===== config.mk =====
export PLATFORM = sky130hd
export DESIGN_NAME = icache_fetch_ctrl
export DESIGN_NICKNAME = d
export VERILOG_FILES = /design/src/rtl/ariane_pkg.sv /design/src/rtl/icache_fetch_ctrl.sv
export SDC_FILE = /design/constraint.sdc
export NUM_CORES = 1
export LEC_CHECK = 0
export ABC_AREA = 1
export CAP_MARGIN = 20
export CORE_ASPECT_RATIO = 0.7
export CORE_MARGIN = 2
export CORE_UTILIZATION = 41
export CTS_CLUSTER_SIZE = 30
export DETAILED_ROUTE_END_ITERATION = 8
export GPL_TIMING_DRIVEN = 1
export PLACE_DENSITY = 0.93
export SLEW_MARGIN = 20
export SYNTH_ARGS = -nofsm -noshare
export SYNTH_HDL_FRONTEND = slang
export SYNTH_SLANG_ARGS = --single-unit

===== constraint.sdc =====
create_clock -name clk_i -period 1.83 [get_ports clk_i]
set_clock_uncertainty 0.15 [all_clocks]
set_input_delay 0.366 -clock clk_i [delete_from_list [all_inputs] [get_ports clk_i]]
set_output_delay 0.366 -clock clk_i [all_outputs]
set_load 0.05 [all_outputs]

===== src/rtl/ariane_pkg.sv =====
// Shared types for the instruction-fetch controller: TLB request/response
// structs, address widths and the controller FSM state encoding.
package ariane_pkg;

    localparam int unsigned VLEN = 64;
    localparam int unsigned PLEN = 56;

    typedef struct packed {
        logic            fetch_req;
        logic [VLEN-1:0] fetch_vaddr;
    } icache_arsp_t;

    typedef struct packed {
        logic            fetch_valid;
        logic [PLEN-1:0] fetch_paddr;
    } icache_areq_t;

    // IDLE must stay at encoding 0 so the debug state reads 0 out of reset.
    typedef enum logic [2:0] {
        IDLE     = 3'd0,
        XLATE    = 3'd1,
        MEM_REQ  = 3'd2,
        MEM_WAIT = 3'd3,
        RESP     = 3'd4,
        DRAIN    = 3'd5
    } fetch_state_e;

    function automatic logic is_word_aligned(input logic [VLEN-1:0] vaddr);
        return vaddr[1:0] == 2'b00;
    endfunction

endpackage


===== src/rtl/icache_fetch_ctrl.sv =====
// Single-word instruction fetch controller: translate via TLB, read one word
// from memory, return it to the frontend. At most one memory read in flight.
module icache_fetch_ctrl
    import ariane_pkg::*;
#(
    parameter int unsigned XLATE_TIMEOUT = 16
) (
    input  logic                    clk_i,
    input  logic                    rst_ni,
    input  logic                    flush_i,
    input  logic                    dreq_valid_i,
    output logic                    dreq_ready_o,
    input  logic [VLEN-1:0]         dreq_vaddr_i,
    output icache_arsp_t            areq_o,
    input  icache_areq_t            areq_i,
    output logic                    mem_req_o,
    input  logic                    mem_gnt_i,
    output logic [PLEN-1:0]         mem_addr_o,
    input  logic                    mem_rvalid_i,
    input  logic [31:0]             mem_rdata_i,
    output logic                    drsp_valid_o,
    input  logic                    drsp_ready_i,
    output logic [VLEN-1:0]         drsp_vaddr_o,
    output logic [31:0]             drsp_data_o,
    output logic                    drsp_err_o,
    output fetch_state_e            dbg_state_o
);

    // Handshakes: a transfer happens on a rising edge where valid && ready;
    // once raised, valid and its payload hold until that edge (or a flush).

    localparam int unsigned CNT_W = $clog2(XLATE_TIMEOUT + 1);
    localparam logic [CNT_W-1:0] CNT_LAST = CNT_W'(XLATE_TIMEOUT - 1);

    fetch_state_e    r_state;
    fetch_state_e    w_next_state;
    logic [CNT_W-1:0] r_xlate_cnt;
    logic [VLEN-1:0] r_vaddr;
    logic [PLEN-1:0] r_paddr;
    logic [31:0]     r_data;
    logic            r_err;

    logic            w_accept;
    logic            w_xlate_expired;

    assign w_accept        = (r_state == IDLE) && dreq_valid_i;
    assign w_xlate_expired = !areq_i.fetch_valid && (r_xlate_cnt == CNT_LAST);

    always_ff @(posedge clk_i or negedge rst_ni) begin
        if (!rst_ni) begin
            r_state <= IDLE;
        end else begin
            r_state <= w_next_state;
        end
    end

    // Flush has priority over every other event in the states it affects.
    always_comb begin
        w_next_state = r_state;
        case (r_state)
            IDLE: begin
                if (dreq_valid_i) begin
                    w_next_state = is_word_aligned(dreq_vaddr_i) ? XLATE : RESP;
                end
            end
            XLATE: begin
                if (flush_i) begin
                    w_next_state = IDLE;
                end else if (areq_i.fetch_valid) begin
                    w_next_state = MEM_REQ;
                end else if (w_xlate_expired) begin
                    w_next_state = RESP;
                end
            end
            MEM_REQ: begin
                if (mem_gnt_i) begin
                    w_next_state = flush_i ? DRAIN : MEM_WAIT;
                end else if (flush_i) begin
                    w_next_state = IDLE;
                end
            end
            MEM_WAIT: begin
                if (flush_i) begin
                    w_next_state = mem_rvalid_i ? IDLE : DRAIN;
                end else if (mem_rvalid_i) begin
                    w_next_state = RESP;
                end
            end
            RESP: begin
                if (flush_i || drsp_ready_i) begin
                    w_next_state = IDLE;
                end
            end
            DRAIN: begin
                if (mem_rvalid_i) begin
                    w_next_state = IDLE;
                end
            end
            default: w_next_state = IDLE;
        endcase
    end

    always_comb begin
        dreq_ready_o       = 1'b0;
        areq_o.fetch_req   = 1'b0;
        areq_o.fetch_vaddr = '0;
        mem_req_o          = 1'b0;
        mem_addr_o         = '0;
        drsp_valid_o       = 1'b0;
        drsp_vaddr_o       = '0;
        drsp_data_o        = '0;
        drsp_err_o         = 1'b0;
        case (r_state)
            IDLE: dreq_ready_o = 1'b1;
            XLATE: begin
                areq_o.fetch_req   = 1'b1;
                areq_o.fetch_vaddr = r_vaddr;
            end
            MEM_REQ: begin
                mem_req_o  = 1'b1;
                mem_addr_o = r_paddr;
            end
            RESP: begin
                drsp_valid_o = 1'b1;
                drsp_vaddr_o = r_vaddr;
                drsp_data_o  = r_data;
                drsp_err_o   = r_err;
            end
            default: ;
        endcase
    end

    assign dbg_state_o = r_state;

    // Payload registers; a misaligned or timed-out fetch reports data 0.
    always_ff @(posedge clk_i or negedge rst_ni) begin
        if (!rst_ni) begin
            r_xlate_cnt <= '0;
            r_vaddr     <= '0;
            r_paddr     <= '0;
            r_data      <= '0;
            r_err       <= 1'b0;
        end else begin
            case (r_state)
                IDLE: begin
                    if (w_accept) begin
                        r_vaddr     <= dreq_vaddr_i;
                        r_data      <= '0;
                        r_err       <= !is_word_aligned(dreq_vaddr_i);
                        r_xlate_cnt <= '0;
                    end
                end
                XLATE: begin
                    if (!flush_i) begin
                        if (areq_i.fetch_valid) begin
                            r_paddr <= areq_i.fetch_paddr;
                        end else if (w_xlate_expired) begin
                            r_err <= 1'b1;
                        end else begin
                            r_xlate_cnt <= r_xlate_cnt + 1'b1;
                        end
                    end
                end
                MEM_WAIT: begin
                    if (mem_rvalid_i && !flush_i) begin
                        r_data <= mem_rdata_i;
                    end
                end
                default: ;
            endcase
        end
    end

endmodule


==> metrics.md, run 1 <==
| Metric | Value |
|---|---|
| Number of synthesis warnings | 0 |
| Post-detailed-placement half-perimeter wirelength | ~26,000 um |
| Clock tree sinks | 161 |
| Synth top cells by count | nor2_1, inv_1, dfrtp_1, a21oi_1, nand3_1 |
| Run Error | [ERROR GRT-0232] Routing congestion too high. Check the congestion heatmap in the GUI. |
| CTS HTree Levels | 4 |
| Netlist area before placement | 7730 um2 |
| Number of rows created at floorplan | 41 |
| Gate Count Post-Synth | 1,011 |
| Cell type with the largest total area after synthesis | dfrtp_1 |
| Share of cell area taken by muxes after synthesis | 0% |
| Main flop type after synthesis | dfrtp_1 |
| Library cell with the highest instance count after synthesis | nor2_1 |
| Sum of overflow across all layers after global routing | roughly 230 |
| Part of the Yosys area used for sequential elements | 52.1% |
| TritonCTS buffer count | 17 |
| Number of library cell types mapped by synthesis | 24 |
| Complex-gate fraction of the synthesized area | 10.1% |
| Area share of fa/ha/maj cells after synthesis | 0.324% |
| Top-area cell type share of the netlist area | 52.1% |
| Number of flops mapped to enable cells by yosys | 0 |
| Antenna violations before repair | 13 |
| Maximum root-to-sink buffer count | 2 |
| Last worst endpoint in the global-route repair_timing | drsp_data_o[24] |
| Pin count of the biggest net entering global routing | 53 |
| Type of the worst endpoint after the last repair | top-level output |
| Die Y-Extent | 119 um |
| Starting density of the core | between 40 and 50% |
| Top post-synthesis cells by area | dfrtp_1, nor2_1, inv_1, a21oi_1, nand3_1 |
| Number of port buffers | 383 |
| Main combinational cell family by area after synthesis | simple AND/OR/NAND/NOR gates |
| Net count of the mapped netlist | 1,173 |
| Status | stopped before the end |
| Share of synthesized registers carrying an async set or reset | 100% |
| Last stage | global routing |
| Number of placed I/O pins | 384 |
| XOR/XNOR Fraction of Synth Area | 0% |
| Per-instance average area after synthesis | 7.65 um2 |
| FF+latch count, synth | 161 |
| Fraction of the mapped netlist area in simple logic gates | 24.1% |
| DIE WIDTH | 168 um |
| Routability-driven placement congestion ratio | ~0.95 |
| Clock root buffer | clkbuf_16 |
| Total Routing Usage GR | 82.3% |
layer usage:
metal  overflow  track usage (%)
met4        109             88.4
met2        120             98.7
met1          1             81.3
met5          0             14.6
met3          2             67.7
cell families after synthesis:
logic type	Yosys count
and+or+nand+nor	460
buffers and inverters	233
DFF	161
AOI/OAI and AO/OA	155
adders and majority gates	2
repair_timing:
action / 4_1_cts
gates resized for setup: 135
endpoints found under the hold margin: 28
cloned: 9
setup endpoints to repair: 225
pin swaps: 28
hold buffers: 1
buffers inserted: 21
through the flow:
stage / cells / TNS [ns] / cell area [um2] / setup WS [ns] / hold WS (ns)
4_1_cts: 1697 / -90.49 / 17000 / -0.490 / 0.245
3_5_place_dp: 1637 / -4.81 / 15500 / -0.125 / 0.138
3_3_place_gp: 1637 / -0.215 / 15500 / -0.0236 / 0.133
2_1_floorplan: 1011 / -78.36 / 9450 / -0.466 / -0.0796
==> run 2: changes to the inputs <==
--- a/config.mk
+++ b/config.mk
@@ -7,13 +7,11 @@
 export LEC_CHECK = 0
 export ABC_AREA = 1
 export CAP_MARGIN = 20
-export CORE_ASPECT_RATIO = 0.7
 export CORE_MARGIN = 2
-export CORE_UTILIZATION = 41
-export CTS_CLUSTER_SIZE = 30
+export CORE_UTILIZATION = 30
 export DETAILED_ROUTE_END_ITERATION = 8
 export GPL_TIMING_DRIVEN = 1
-export PLACE_DENSITY = 0.93
+export PLACE_DENSITY_LB_ADDON = 0.15
 export SLEW_MARGIN = 20
 export SYNTH_ARGS = -nofsm -noshare
 export SYNTH_HDL_FRONTEND = slang
==> metrics.md, run 2 <==
| Metric | Value |
|---|---|
| Pin count of the biggest net entering global routing | 65 |
| Die Y-Extent | 165 um |
| GR peak layer | met2 |
| Fmax achieved | 0.437 GHz |
| Gate family responsible for the most delay along the worst path | buffers and inverters |
| XOR/XNOR Fraction of Synth Area | 0% |
| Static leakage | approximately 7.4 nW |
| Power density over the cells | 1790 nW/um2 |
| Number of search-and-repair iterations in the first detailed-routing pass | 4 |
| DIE WIDTH | approximately 160 um |
| Clock tree sinks | 161 |
| Crit-path max FO | 16 |
| First-pass GRT wire length | 44,900 um |
| Min-Delay Path Class | in2async |
| FF+latch count, synth | 161 |
| Worst path setup slack after routing | -0.460 ns |
| Vias after detailed routing | 8,028 |
| Share of cell area taken by muxes after synthesis | 0% |
| Maximum root-to-sink buffer count | 2 |
| Placed instance area | between 15,000 and 20,000 um2 |
| Clock transition at path regs | 0.07 ns |
| Most flop-heavy register | r_vaddr |
| Antenna violations before repair | 1 |
| Number of flops mapped to enable cells by yosys | 0 |
| Min Clock Period, post-route | approximately 2.3 ns |
| Met1 GRT Util | a little over a quarter |
| Number of DRC markers after the initial detailed-route iteration | around 400 |
| Violated checks | negative setup slack |
| Registers with the most flip-flops | r_vaddr x64, r_paddr x56, r_data x32 |
| Per-instance average area after synthesis | 7.65 um2 |
| Fraction of the mapped netlist area in simple logic gates | around a quarter |
| Final Cell Area | 16,800 um2 |
| Setup repair after global routing missed its margin | true |
| Detailed-route vias per instance | 4.50 |
| Wirelength, routed | 28,700 um |
| Most common library cell in the layout ignoring fill and taps | nor2_4 |
| Synth top cells by count | nor2_1, inv_1, dfrtp_1, a21oi_1, nand3_1 |
| TritonCTS clock tree | done |
| Post-placement worst setup slack | -0.0634 ns |
| Count of pins over their slew limit | 0 |
| Top post-synthesis cells by area | dfrtp_1, nor2_1, inv_1, a21oi_1, nand3_1 |
| Gate Count Post-Synth | between 1k and 1.5k |
| Complex-gate fraction of the synthesized area | 10.1% |
| Routability-driven placement congestion ratio | about 0.84 |
| Starting density of the core | 30.6% |
| Flip-flop count of the largest register after layout | 64 |
| TritonCTS buffer count | 17 |
| Critical path's slowest cell | dfrtp_2 |
| Start-to-end type of the worst setup path | reg2out |
| Number of synthesis warnings | 0 |
| Area growth syn-to-layout | 118% |
| Number of placed I/O pins | 384 |
| Placeable core region | 25,300 um2 |
| Library cell with the highest instance count after synthesis | nor2_1 |
| Full die area | 27,100 um2 |
| Number of max-capacitance violations reported | 0 |
| Post-detailed-placement half-perimeter wirelength | ~21,000 um |
| Number of port buffers | about 380 |
| Share of layout cells above drive strength 1 | about two fifths |
| Setup TNS after final layout | -85.18 ns |
| Number of library cell types mapped by synthesis | 24 |
| Number of endpoints with negative hold slack in the final report | 0 |
| Net count of the mapped netlist | 1,173 |
| Post-route clock period utilization | 125% |
| Top-area cell type share of the netlist area | 52.1% |
| Clock root buffer | clkbuf_16 |
| Number of routed nets with antenna violations | 0 |
| Endpoint class of the critical path | output pin |
| Clock latency on the worst-skew pair | 0.42 ns |
| Cells along the critical path | inv_4 -> nand2_4 -> nor2_4 -> buf_12 -> inv_12 -> buf_12 -> nor2_4 -> buf_8 |
| Most frequent cells in the layout | nor2_4, buf_12, inv_1 |
| Critical path's largest stage delay | between 0.4 and 0.5 ns |
| Maximum vdd drop | 1750 uV |
| Main flop type after synthesis | dfrtp_1 |
| Share of synthesized registers carrying an async set or reset | between 90% and 100% |
| Part of the Yosys area used for sequential elements | 52.1% |
| Critical Path Start Type | flip-flop |
| Via count of the first global-routing pass | about 8k |
| Sum of overflow across all layers after global routing | 0 |
| Count of endpoints failing setup in the final report | 228 |
| Cell type with the largest total area after synthesis | dfrtp_1 |
| Area share of fa/ha/maj cells after synthesis | less than 1% |
| Total Routing Usage GR | 21.5% |
| Main combinational cell family by area after synthesis | simple AND/OR/NAND/NOR gates |
| Worst path arrival time | approximately 1.8 ns |
| Layout Nets | 1,602 |
| Relative max-transition margin | between 60% and 70% |
| Met2 demand-to-capacity share in global routing | 36.9% |
| Number of rows created at floorplan | 58 |
| Number of buffer and inverter stages on the critical path | 5 |
| Number of remaining DRC errors | 0 |
| Met3 layer usage reported by global route | under 10% |
| Status | finished, violations left |
| Endpoint required time on the critical path | roughly 1.3 ns |
| Routed length per placed instance | about 16 um |
| Netlist area before placement | 7730 um2 |
| CTS HTree Levels | 4 |
| Tightest Pin Transition | 0.502 ns |
run 2: cell counts after synthesis:
Identical to the previous run, type by type.
run 2: area by class of cell:
class                   instances  area (um2)
multi-input cells             617        4310
fillers                      1909        8440
repair buffers                469        6770
diodes                          2        5.00
clock buffers                  19         433
repair inverters                1        16.3
well taps                     330         413
inverters                     173         672
clock inverters                12         160
flip-flops and latches        161        4030
run 2: cell families (layout without fill, tap and decap cells):
kind of cell               count (synthesis)  in the layout
AOI/OAI and AO/OA                        155            155
adders and majority gates                  2              2
buffers and inverters                    233            674
DFF                                      161            161
other                                      0              2
and+or+nand+nor                          460            460
run 2: repair_timing:
action                                  in CTS  in global routing
setup buffers                               18                  2
hold buffers                                 1                  0
gates cloned                                 6                  1
resized for setup                          122                 21
pin swaps                                   14                  7
endpoints found under the setup margin     221                333
hold endpoints to repair                    33                  0
run 2: final timing paths:
path / cells past startpoint / start / slack (ns) / to
setup / recovery: 8 / dbg_state_o[0] / -0.46 / drsp_vaddr_o[33]
hold / removal: 2 / rst_ni / 0.32 / r_paddr[34]
min in group clk_i: 2 / r_xlate_cnt[4] / 0.32 / r_xlate_cnt[4]
setup reg to reg: 11 / r_xlate_cnt[1] / -0.06 / dbg_state_o[1]
max in group asynchronous: 3 / rst_ni / 0.63 / r_paddr[33]
hold reg to reg: 2 / r_xlate_cnt[4] / 0.32 / r_xlate_cnt[4]
run 2: per-stage QoR:
| stage | hold slack, ns | power (mW) | util (%) | instances |
|---|---|---|---|---|
| after global placement | 0.198 | 24.5 | 60.7 | 1724 |
| after global routing | 0.346 | 31.6 | 66.6 | 1783 |
| final | 0.321 | 30.0 | 66.6 | 1784 |
| after detailed placement | 0.202 | 24.7 | 60.7 | 1724 |
| after floorplan | -0.0796 | 17.9 | - | 1011 |
| after CTS | 0.324 | 30.0 | 66.1 | 1779 |
run 2: worst reg2reg max path: stages, from the launching register on:
cell	delay (ns)
dfrtp_1	0.38
ha_1	0.19
nand2_1	0.08
nor2_1	0.13
ha_1	0.16
nand2_1	0.05
nand3_1	0.18
nor2_1	0.08
nor2_1	0.17
nand2_1	0.09
nand2_1	0.06
nand2_1	0.06
run 2: routing by layer:
layer,up-vias,wire (um)
li1,3922,-
met1,3797,11400
met2,283,14700
met3,26,2120
met4,0,506
met5,-,0
run 2: power by group:
part           switching (mW)  total, mW  internal, mW
Combinational            12.9       21.0          8.13
Clock                    1.51       3.67          2.15
Sequential              0.376       5.31          4.93
Total                    14.8       30.0          15.2
No activity file was read; power rests on OpenSTA's default activity.
